--- config.mk ---
export PLATFORM = sky130hd
export DESIGN_NAME = pif_xi_arb
export DESIGN_NICKNAME = d
export VERILOG_FILES = /design/src/rtl/pif_xi_arb_pkg.sv /design/src/rtl/pif_xi_arb_rr_arb2.sv /design/src/rtl/pif_xi_arb.sv
export SDC_FILE = /design/constraint.sdc
export NUM_CORES = 1
export LEC_CHECK = 0
export ABC_AREA = 1
export CAP_MARGIN = 0
export CORE_UTILIZATION = 44
export DETAILED_ROUTE_END_ITERATION = 10
export GPL_ROUTABILITY_DRIVEN = 0
export GPL_TIMING_DRIVEN = 0
export PLACE_DENSITY = 0.8
export SLEW_MARGIN = 20
export SYNTH_ARGS = -nofsm -noshare
export SYNTH_HDL_FRONTEND = slang
export SYNTH_HIERARCHICAL = 1
export SYNTH_SLANG_ARGS = --single-unit
--- constraint.sdc ---
create_clock -name xclk -period 2 [get_ports xclk]
set_input_delay 0.5 -clock xclk [delete_from_list [all_inputs] [get_ports xclk]]
set_output_delay 0.5 -clock xclk [all_outputs]
set_load 0.01 [all_outputs]
--- src/rtl/pif_xi_arb_pkg.sv ---
// Shared definitions for the PIF register-interface arbiter.
//   pif_state_t          : transaction FSM state encoding
//   PIF_READ_LAT_DEFAULT : default address-to-readback latency in cycles
//   pif_eff_lat()        : clamps a latency parameter to a minimum of 1
package pif_xi_arb_pkg;

   typedef enum logic [1:0] {
      ST_IDLE      = 2'd0,
      ST_WRITE     = 2'd1,
      ST_READ_WAIT = 2'd2,
      ST_READ_DONE = 2'd3
   } pif_state_t;

   localparam int PIF_READ_LAT_DEFAULT = 5;

   function automatic int pif_eff_lat(input int lat);
      return (lat < 1) ? 1 : lat;
   endfunction

endpackage

--- src/rtl/pif_xi_arb_rr_arb2.sv ---
// Two-way round-robin arbiter.
//   clk, rst : clock, asynchronous active-high reset
//   req[1:0] : request lines
//   en       : grant allowed this cycle
//   gnt[1:0] : one-hot grant (combinational from req, en and the pointer)
// The pointer records which requester wins a tie next; it moves only when
// a grant is actually issued, and a lone request always wins.
module pif_rr_arb2 (
   input  logic       clk,
   input  logic       rst,
   input  logic [1:0] req,
   input  logic       en,
   output logic [1:0] gnt
);

   logic favour1_q;

   always_comb begin
      gnt = 2'b00;
      if (en) begin
         if (req == 2'b11) gnt = favour1_q ? 2'b10 : 2'b01;
         else              gnt = req;
      end
   end

   // After granting requester 0, requester 1 wins the next tie, and vice versa.
   always_ff @(posedge clk or posedge rst) begin
      if (rst)       favour1_q <= 1'b0;
      else if (|gnt) favour1_q <= gnt[0];
   end

endmodule

--- src/rtl/pif_xi_arb.sv ---
// Arbitrates two requesters onto a single PIF register port.
//   xclk, sys_rst            : clock, asynchronous active-high reset
//   rqN_valid/write/addr/sub/wdata, rqN_ready : requester N request side
//   rspN_valid, rspN_rdata   : requester N read response
//   xi_pwr, xi_prwa, xi_prdsuba, xi_pd, xi_prdfinished : register port
//   xo_data                  : register file readback bus
//   state_dbg                : current FSM state
// Handshake: a requester holds rqN_valid and its payload until it sees the
// one-cycle rqN_ready pulse; the pulse appears the cycle after the grant
// decision, by which time the FSM is already busy with that transaction.
// All outputs are registered so they are clean and zero throughout reset.
module pif_xi_arb
   import pif_xi_arb_pkg::*;
#(
   parameter int AW       = 4,
   parameter int DW       = 8,
   parameter int SW       = 4,
   parameter int READ_LAT = PIF_READ_LAT_DEFAULT
) (
   input  logic          xclk,
   input  logic          sys_rst,
   input  logic          rq0_valid,
   input  logic          rq0_write,
   input  logic [AW-1:0] rq0_addr,
   input  logic [SW-1:0] rq0_sub,
   input  logic [DW-1:0] rq0_wdata,
   output logic          rq0_ready,
   input  logic          rq1_valid,
   input  logic          rq1_write,
   input  logic [AW-1:0] rq1_addr,
   input  logic [SW-1:0] rq1_sub,
   input  logic [DW-1:0] rq1_wdata,
   output logic          rq1_ready,
   output logic          rsp0_valid,
   output logic [DW-1:0] rsp0_rdata,
   output logic          rsp1_valid,
   output logic [DW-1:0] rsp1_rdata,
   output logic          xi_pwr,
   output logic [AW-1:0] xi_prwa,
   output logic [SW-1:0] xi_prdsuba,
   output logic [DW-1:0] xi_pd,
   output logic          xi_prdfinished,
   input  logic [DW-1:0] xo_data,
   output logic [1:0]    state_dbg
);

   localparam int LAT_EFF = pif_eff_lat(READ_LAT);
   localparam int CW      = (LAT_EFF > 1) ? $clog2(LAT_EFF) : 1;
   localparam logic [CW-1:0] CNT_LOAD = CW'(LAT_EFF - 1);

   pif_state_t    state_q, state_d;
   logic [CW-1:0] cnt_q;
   logic [1:0]    gnt;
   logic          gid_q;
   logic          sel_write;
   logic          pwr_d, fin_d;
   logic [1:0]    rsp_valid_d;
   logic [DW-1:0] cap_q;
   logic [1:0]    ready_q, rsp_valid_q;
   logic          pwr_q, fin_q;
   logic [AW-1:0] addr_q;
   logic [SW-1:0] sub_q;
   logic [DW-1:0] pd_q;
   logic [DW-1:0] rdata0_q, rdata1_q;

   pif_rr_arb2 u_arb (
      .clk (xclk),
      .rst (sys_rst),
      .req ({rq1_valid, rq0_valid}),
      .en  (state_q == ST_IDLE),
      .gnt (gnt)
   );

   assign sel_write = gnt[1] ? rq1_write : rq0_write;

   // State register
   always_ff @(posedge xclk or posedge sys_rst) begin
      if (sys_rst) state_q <= ST_IDLE;
      else         state_q <= state_d;
   end

   // Next-state logic
   always_comb begin
      state_d = state_q;
      unique case (state_q)
         ST_IDLE:      if (|gnt) state_d = sel_write ? ST_WRITE : ST_READ_WAIT;
         ST_WRITE:     state_d = ST_IDLE;
         ST_READ_WAIT: if (cnt_q == '0) state_d = ST_READ_DONE;
         ST_READ_DONE: state_d = ST_IDLE;
         default:      state_d = ST_IDLE;
      endcase
   end

   // Output decode; the pulses are registered below, so each one lands in
   // the cycle after the state that requests it.
   always_comb begin
      pwr_d       = 1'b0;
      fin_d       = 1'b0;
      rsp_valid_d = 2'b00;
      unique case (state_q)
         ST_WRITE:     pwr_d = 1'b1;
         ST_READ_DONE: begin
            fin_d       = 1'b1;
            rsp_valid_d = gid_q ? 2'b10 : 2'b01;
         end
         default: ;
      endcase
   end

   always_ff @(posedge xclk or posedge sys_rst) begin
      if (sys_rst) begin
         ready_q     <= '0;
         rsp_valid_q <= '0;
         pwr_q       <= 1'b0;
         fin_q       <= 1'b0;
         gid_q       <= 1'b0;
         addr_q      <= '0;
         sub_q       <= '0;
         pd_q        <= '0;
         cnt_q       <= '0;
         cap_q       <= '0;
         rdata0_q    <= '0;
         rdata1_q    <= '0;
      end else begin
         ready_q     <= gnt;
         rsp_valid_q <= rsp_valid_d;
         pwr_q       <= pwr_d;
         fin_q       <= fin_d;
         // Port address/data are only updated on grant, so they hold in IDLE.
         if (|gnt) begin
            gid_q  <= gnt[1];
            addr_q <= gnt[1] ? rq1_addr  : rq0_addr;
            sub_q  <= gnt[1] ? rq1_sub   : rq0_sub;
            pd_q   <= gnt[1] ? rq1_wdata : rq0_wdata;
         end
         if ((|gnt) && !sel_write)
            cnt_q <= CNT_LOAD;
         else if (state_q == ST_READ_WAIT && cnt_q != '0)
            cnt_q <= cnt_q - 1'b1;
         // The address has been stable LAT_EFF cycles when the count hits 0.
         if (state_q == ST_READ_WAIT && cnt_q == '0)
            cap_q <= xo_data;
         if (fin_d) begin
            if (gid_q) rdata1_q <= cap_q;
            else       rdata0_q <= cap_q;
         end
      end
   end

   assign rq0_ready      = ready_q[0];
   assign rq1_ready      = ready_q[1];
   assign rsp0_valid     = rsp_valid_q[0];
   assign rsp1_valid     = rsp_valid_q[1];
   assign rsp0_rdata     = rdata0_q;
   assign rsp1_rdata     = rdata1_q;
   assign xi_pwr         = pwr_q;
   assign xi_prwa        = addr_q;
   assign xi_prdsuba     = sub_q;
   assign xi_pd          = pd_q;
   assign xi_prdfinished = fin_q;
   assign state_dbg      = state_q;

endmodule

-- After elaboration in Yosys (flattened, before gate mapping)
Index checks and enable logic that the tools add are counted.
- bits in registers: 53
- input port bits: 46
- output and inout port bits: 40
- logic and storage cells: 52
- $add $sub $neg: 1
- equality and inequality tests: 6
- multiplexer cells: 17
- bitwise operators: 1
- reduce and logical (&&, ||, !) cells: 13
- operator list (operator ; count):
    $mux 2 ; 8
    $mux 4 ; 2
    $mux 8 ; 1
    $eq 2x2->1 const B ; 3
    $mux 3 ; 2
    $pmux 2 s3 ; 1
    $reduce_and 2->1 ; 3
    $reduce_or 2->1 ; 2
    $logic_and 1x1->1 ; 3
    $logic_not 3->1 ; 1
    $mux 1 ; 3
    $reduce_bool 3->1 ; 1
    $sub 3x1->3 const B ; 1
    $eq 2x1->1 const B ; 1
    $logic_not 2->1 ; 1
    $ne 2x1->1 const B ; 1
    $ne 2x2->1 const B ; 1
    $reduce_bool 2->1 ; 1
    $logic_not 1->1 ; 1
    $not 1->1 ; 1

-- Depth between registers and ports, before layout
- depth after elaboration: 7
- mapped depth: 11
- gate-level depth less buffers: 11

-- Cells and area by module
Netlist, hierarchy kept.
- modules (own cells, without submodules) (module ; instances ; cells each ; area each (um2) ; sequential area each (um2)):
    pif_xi_arb ; 1 ; 241 ; 2239.6 ; 1301.2
    pif_rr_arb2 ; 1 ; 12 ; 67.6 ; 25.0

-- Worst setup path before layout
Ideal clock, no wire load.
- path kind: reg-to-reg
- from: register state_q[1] (netlist: state_dbg[1])
- to: register pd_q[0] (netlist: xi_pd[0])
- setup time: 124 ps
- data arrival time: 1461 ps
- required time: 1876 ps
- setup slack: 415 ps
- cell stages (with the launch flop): 11
- path buffers: 2
- period minus slack after synthesis: 1585 ps
- cell sequence: dfrtp_1 -> nor2_1 -> nand2_1 -> a21oi_1 -> buf_4 -> inv_2 -> nand2_2 -> inv_2 -> buf_4 -> nand2_1 -> nand3_1
- longest elaborated chain between the ends: 3
- elaborated cells on any way between the ends: 4
- those cells by class: mux (2); reduce/logical (2)
- RTL lines (item ; RTL line ; text):
    from (decl) ; pif_xi_arb.sv:51 ; pif_state_t state_q, state_d;
    from (signal assigned) ; pif_xi_arb.sv:79 ; else state_q <= state_d;
    $logic_not 2->1 (*) ; pif_xi_arb.sv:70 ; .en (state_q == ST_IDLE),
    $mux 2 (*) ; pif_xi_arb_rr_arb2.sv:20 ; if (en) begin
    named net gnt[1] ; pif_xi_arb.sv:53 ; logic [1:0] gnt;
    $mux 8 / $reduce_or 2->1 (equally long branches) ; pif_xi_arb.sv:134, pif_xi_arb.sv:130 ;
    to (signal assigned) ; pif_xi_arb.sv:134 ; pd_q <= gnt[1] ? rq1_wdata : rq0_wdata;
    to (decl) ; pif_xi_arb.sv:63 ; logic [DW-1:0] pd_q;
The timed path passes the listed nets; every way through them passes the cells marked *.
A chain may end at the register's enable or synchronous reset.

-- Worst setup path in the final report
- from: register state_q[0] (netlist: state_dbg[0])
- to: output state_dbg[0]
- RTL lines (item ; RTL line ; text):
    to (decl) ; pif_xi_arb.sv:44 ; output logic [1:0] state_dbg
No word-level cell between the ends.

==> impl_metrics.yaml <==
status:
  status: "completed"
global_routing:
  gr-usage-all-layers: 0.201
  antenna_found_initial: 0
  grt_pass1_wl_um: 8490
  overflow: 0
  grt_start_max_net_pins: 30
  grt_pass1_vias: 1918
flow_run:
  cap_violations: 0
power:
  p_leak_nw: 1.67
  p_total_mw: 4.99
  pwr_density_cell_nw_per_um2: 1480
  peakVddDrop_uv: 836
sta:
  clock_skew_ns: 0.00779
  finalCriticalPeriod_ns: 1.90
  fmax_mhz: 526
  tightestPinTransition_ns: 0.525
  fin_crit_sh: 0.950
  rsz0062_at_grt: "no"
  finalHoldViolCount: 0
  setup_viol: 0
  slew_violations: 0
  relSlewSlack: 0.649
  hold_slack_ns: 0.366
detailed_routing:
  num_vias: 1954
  wl_per_cell_um: 12.4
  wirelength_um: 5120
  drc: 0
  avgViaCountPerCell: 4.72
  antenna_left: 0
  firstDrtPassIters: 4
  dr.first_iter.drc_count: 54
finish:
  syn_to_final_growth_pct: 46.5
  insertedDiodeCount: 0
  fin_nets: 394
  drive_gt1_frac: 0.141
  fillCellCount: 405
clock_network:
  cts_root_buffer: "clkbuf_8"
  cts_htree_levels: 2
  cts_hold_buffers: 0
  clkLatencyLatePin_ns: 0.30
  cts_buffer_depth: 2
  ctsResizeCount: 0
  postCtsSetupBuffers: 0
  clkSinkCount: 53
  cts_tree: "yes"
  clk_pin_slew_ns: 0.09
  cts_inserted_buffers: 5
synthesis:
  synth_top_area_share: 0.575
  yosysMostFrequentCell: "nand2_1"
  syn_inst: 253
  syn_area_um2: 2310
  synth.avg_cell_area_um2: 9.12
  synth.ff_latch_count: 53
  ys_top_cells_by_count: "nand2_1, dfrtp_1, nand3_1"
  async_reset_ff_frac: 1.00
  ys_warn_count: 6
  synth_largest_area_cell: "dfrtp_1"
  yosysUniqueCellTypes: 20
  synth_edf_count: 0
  synth_area_leaders: "dfrtp_1, nand2_1, nand3_1, o21ai_2, inv_1"
  yosysSeqAreaShare: 0.575
  synthFlopType: "dfrtp_1"
  syn-num-nets: 301
critical_path:
  worstPathArrival_ns: 1.40
  path_depth: 1
  slowest_delay_ns: 0.60
  crit_family: "buffers and inverters"
  rr_worst_depth: 10
  crit_chain: "clkdlybuf4s50_1"
  cp_max_fo: 5
  critPathSlowestCell: "clkdlybuf4s50_1"
  path_buf_inv: 1
  cp-start-kind: "flop"
  worst_setup_path_end_kind: "output pin"
  worstSetupPathType: "reg -> out"
  crit_required_ns: 1.50
floorplanning:
  die_y_um: 74.4
  core_area_um2: 4880
  rows: 25
  start_util: 0.473
  die_area_um2: 5540
  ios: 86
  die_w_um: 74.4
placement:
  hpwl_um: 3900
  port_buffers: 85
hold_path:
  hp-class: "in -> async"
[cell type report]
class | instances | area, µm² | area share
clock inverter | 3 | 46.3 | 0.0137
inverter | 29 | 111 | 0.0329
tap | 67 | 83.8 | 0.0248
sequential | 53 | 1330 | 0.392
buffer | 7 | 58.8 | 0.0174
clock buffer | 5 | 68.8 | 0.0204
timing repair buffer | 86 | 871 | 0.258
multi-input combinational | 164 | 815 | 0.241
[flip-flops by register name (all words and copies together) (netlist names)]
register and count:
xi_prwa 4, state_dbg 2, rsp1_rdata 8, xi_prdfinished 1, gid_q 1, u_arb/favour1_q 1
ready_q 2, cnt_q 3, rsp_valid_q 2, cap_q 8, rsp0_rdata 8, xi_pwr 1
xi_prdsuba 4, xi_pd 8
[path summary, 6_finish.rpt]
| check | startpoint | slack (ns) | to |
|---|---|---|---|
| min reg2reg | cap_q[6] | 0.48 | cap_q[6] |
| min | sys_rst | 0.37 | u_arb/favour1_q |
| max reg2reg | state_dbg[1] | 0.20 | xi_prwa[0] |
| min in group xclk | cap_q[6] | 0.48 | cap_q[6] |
| max | state_dbg[0] | 0.10 | state_dbg[0] |
| max in group asynchronous | sys_rst | 0.90 | cap_q[0] |
[logic make-up after synthesis]
family,Yosys count,synth area share
DFF,53,0.575
AOI/OAI and AO/OA,19,0.0672
and+or+nand+nor,143,0.274
adders and majority gates,2,0.0108
buffers and inverters,36,0.0732
[per-layer routing]
layer | global-route usage | vias to the layer above | share of wire
met3 | 0.0312 | 12 | 0.030
met4 | 0.0734 | 0 | 0.025
li1 | - | 968 | -
met2 | 0.355 | 46 | 0.53
met5 | 0 | - | 0
met1 | 0.249 | 928 | 0.41
[where the power goes]
part / total, mW / internal, mW / switching (mW) / leakage, nW
Clock: 0.724 / 0.375 / 0.349 / 0.0543
Sequential: 1.86 / 1.57 / 0.295 / 0.653
Combinational: 2.41 / 1.17 / 1.24 / 0.966
Total: 4.99 / 3.11 / 1.88 / 1.67
[cells in the final DEF, fill, tap and decap left out, types with 2 or more instances in the layout]
cell,instances
clkbuf_8,5
nand2_2,4
ha_1,2
nor2_2,2
nand2_1,99
dfrtp_1,53
inv_2,4
nor2_1,3
buf_4,2
nand2_4,3
nor2_4,3
o21ai_0,2
buf_6,3
clkdlybuf4s50_1,85
nand3_1,28
inv_1,24
o21ai_2,16
[per-stage QoR]
| step | TNS (ns) | cell area, µm² | cells | util | worst slack (ns) |
|---|---|---|---|---|---|
| 2_1_floorplan | 0 | 2310 | 253 | - | 0.242 |
| 4_1_cts | 0 | 3380 | 414 | 0.692 | 0.109 |
| 3_5_place_dp | -0.994 | 3260 | 406 | 0.668 | -0.129 |
| 6_report | 0 | 3380 | 414 | 0.693 | 0.100 |
| 5_1_grt | 0 | 3380 | 414 | 0.693 | 0.0394 |
| 3_3_place_gp | -41.96 | 3240 | 405 | 0.664 | -0.797 |
Note: power is estimated with default switching activity, not from simulation.
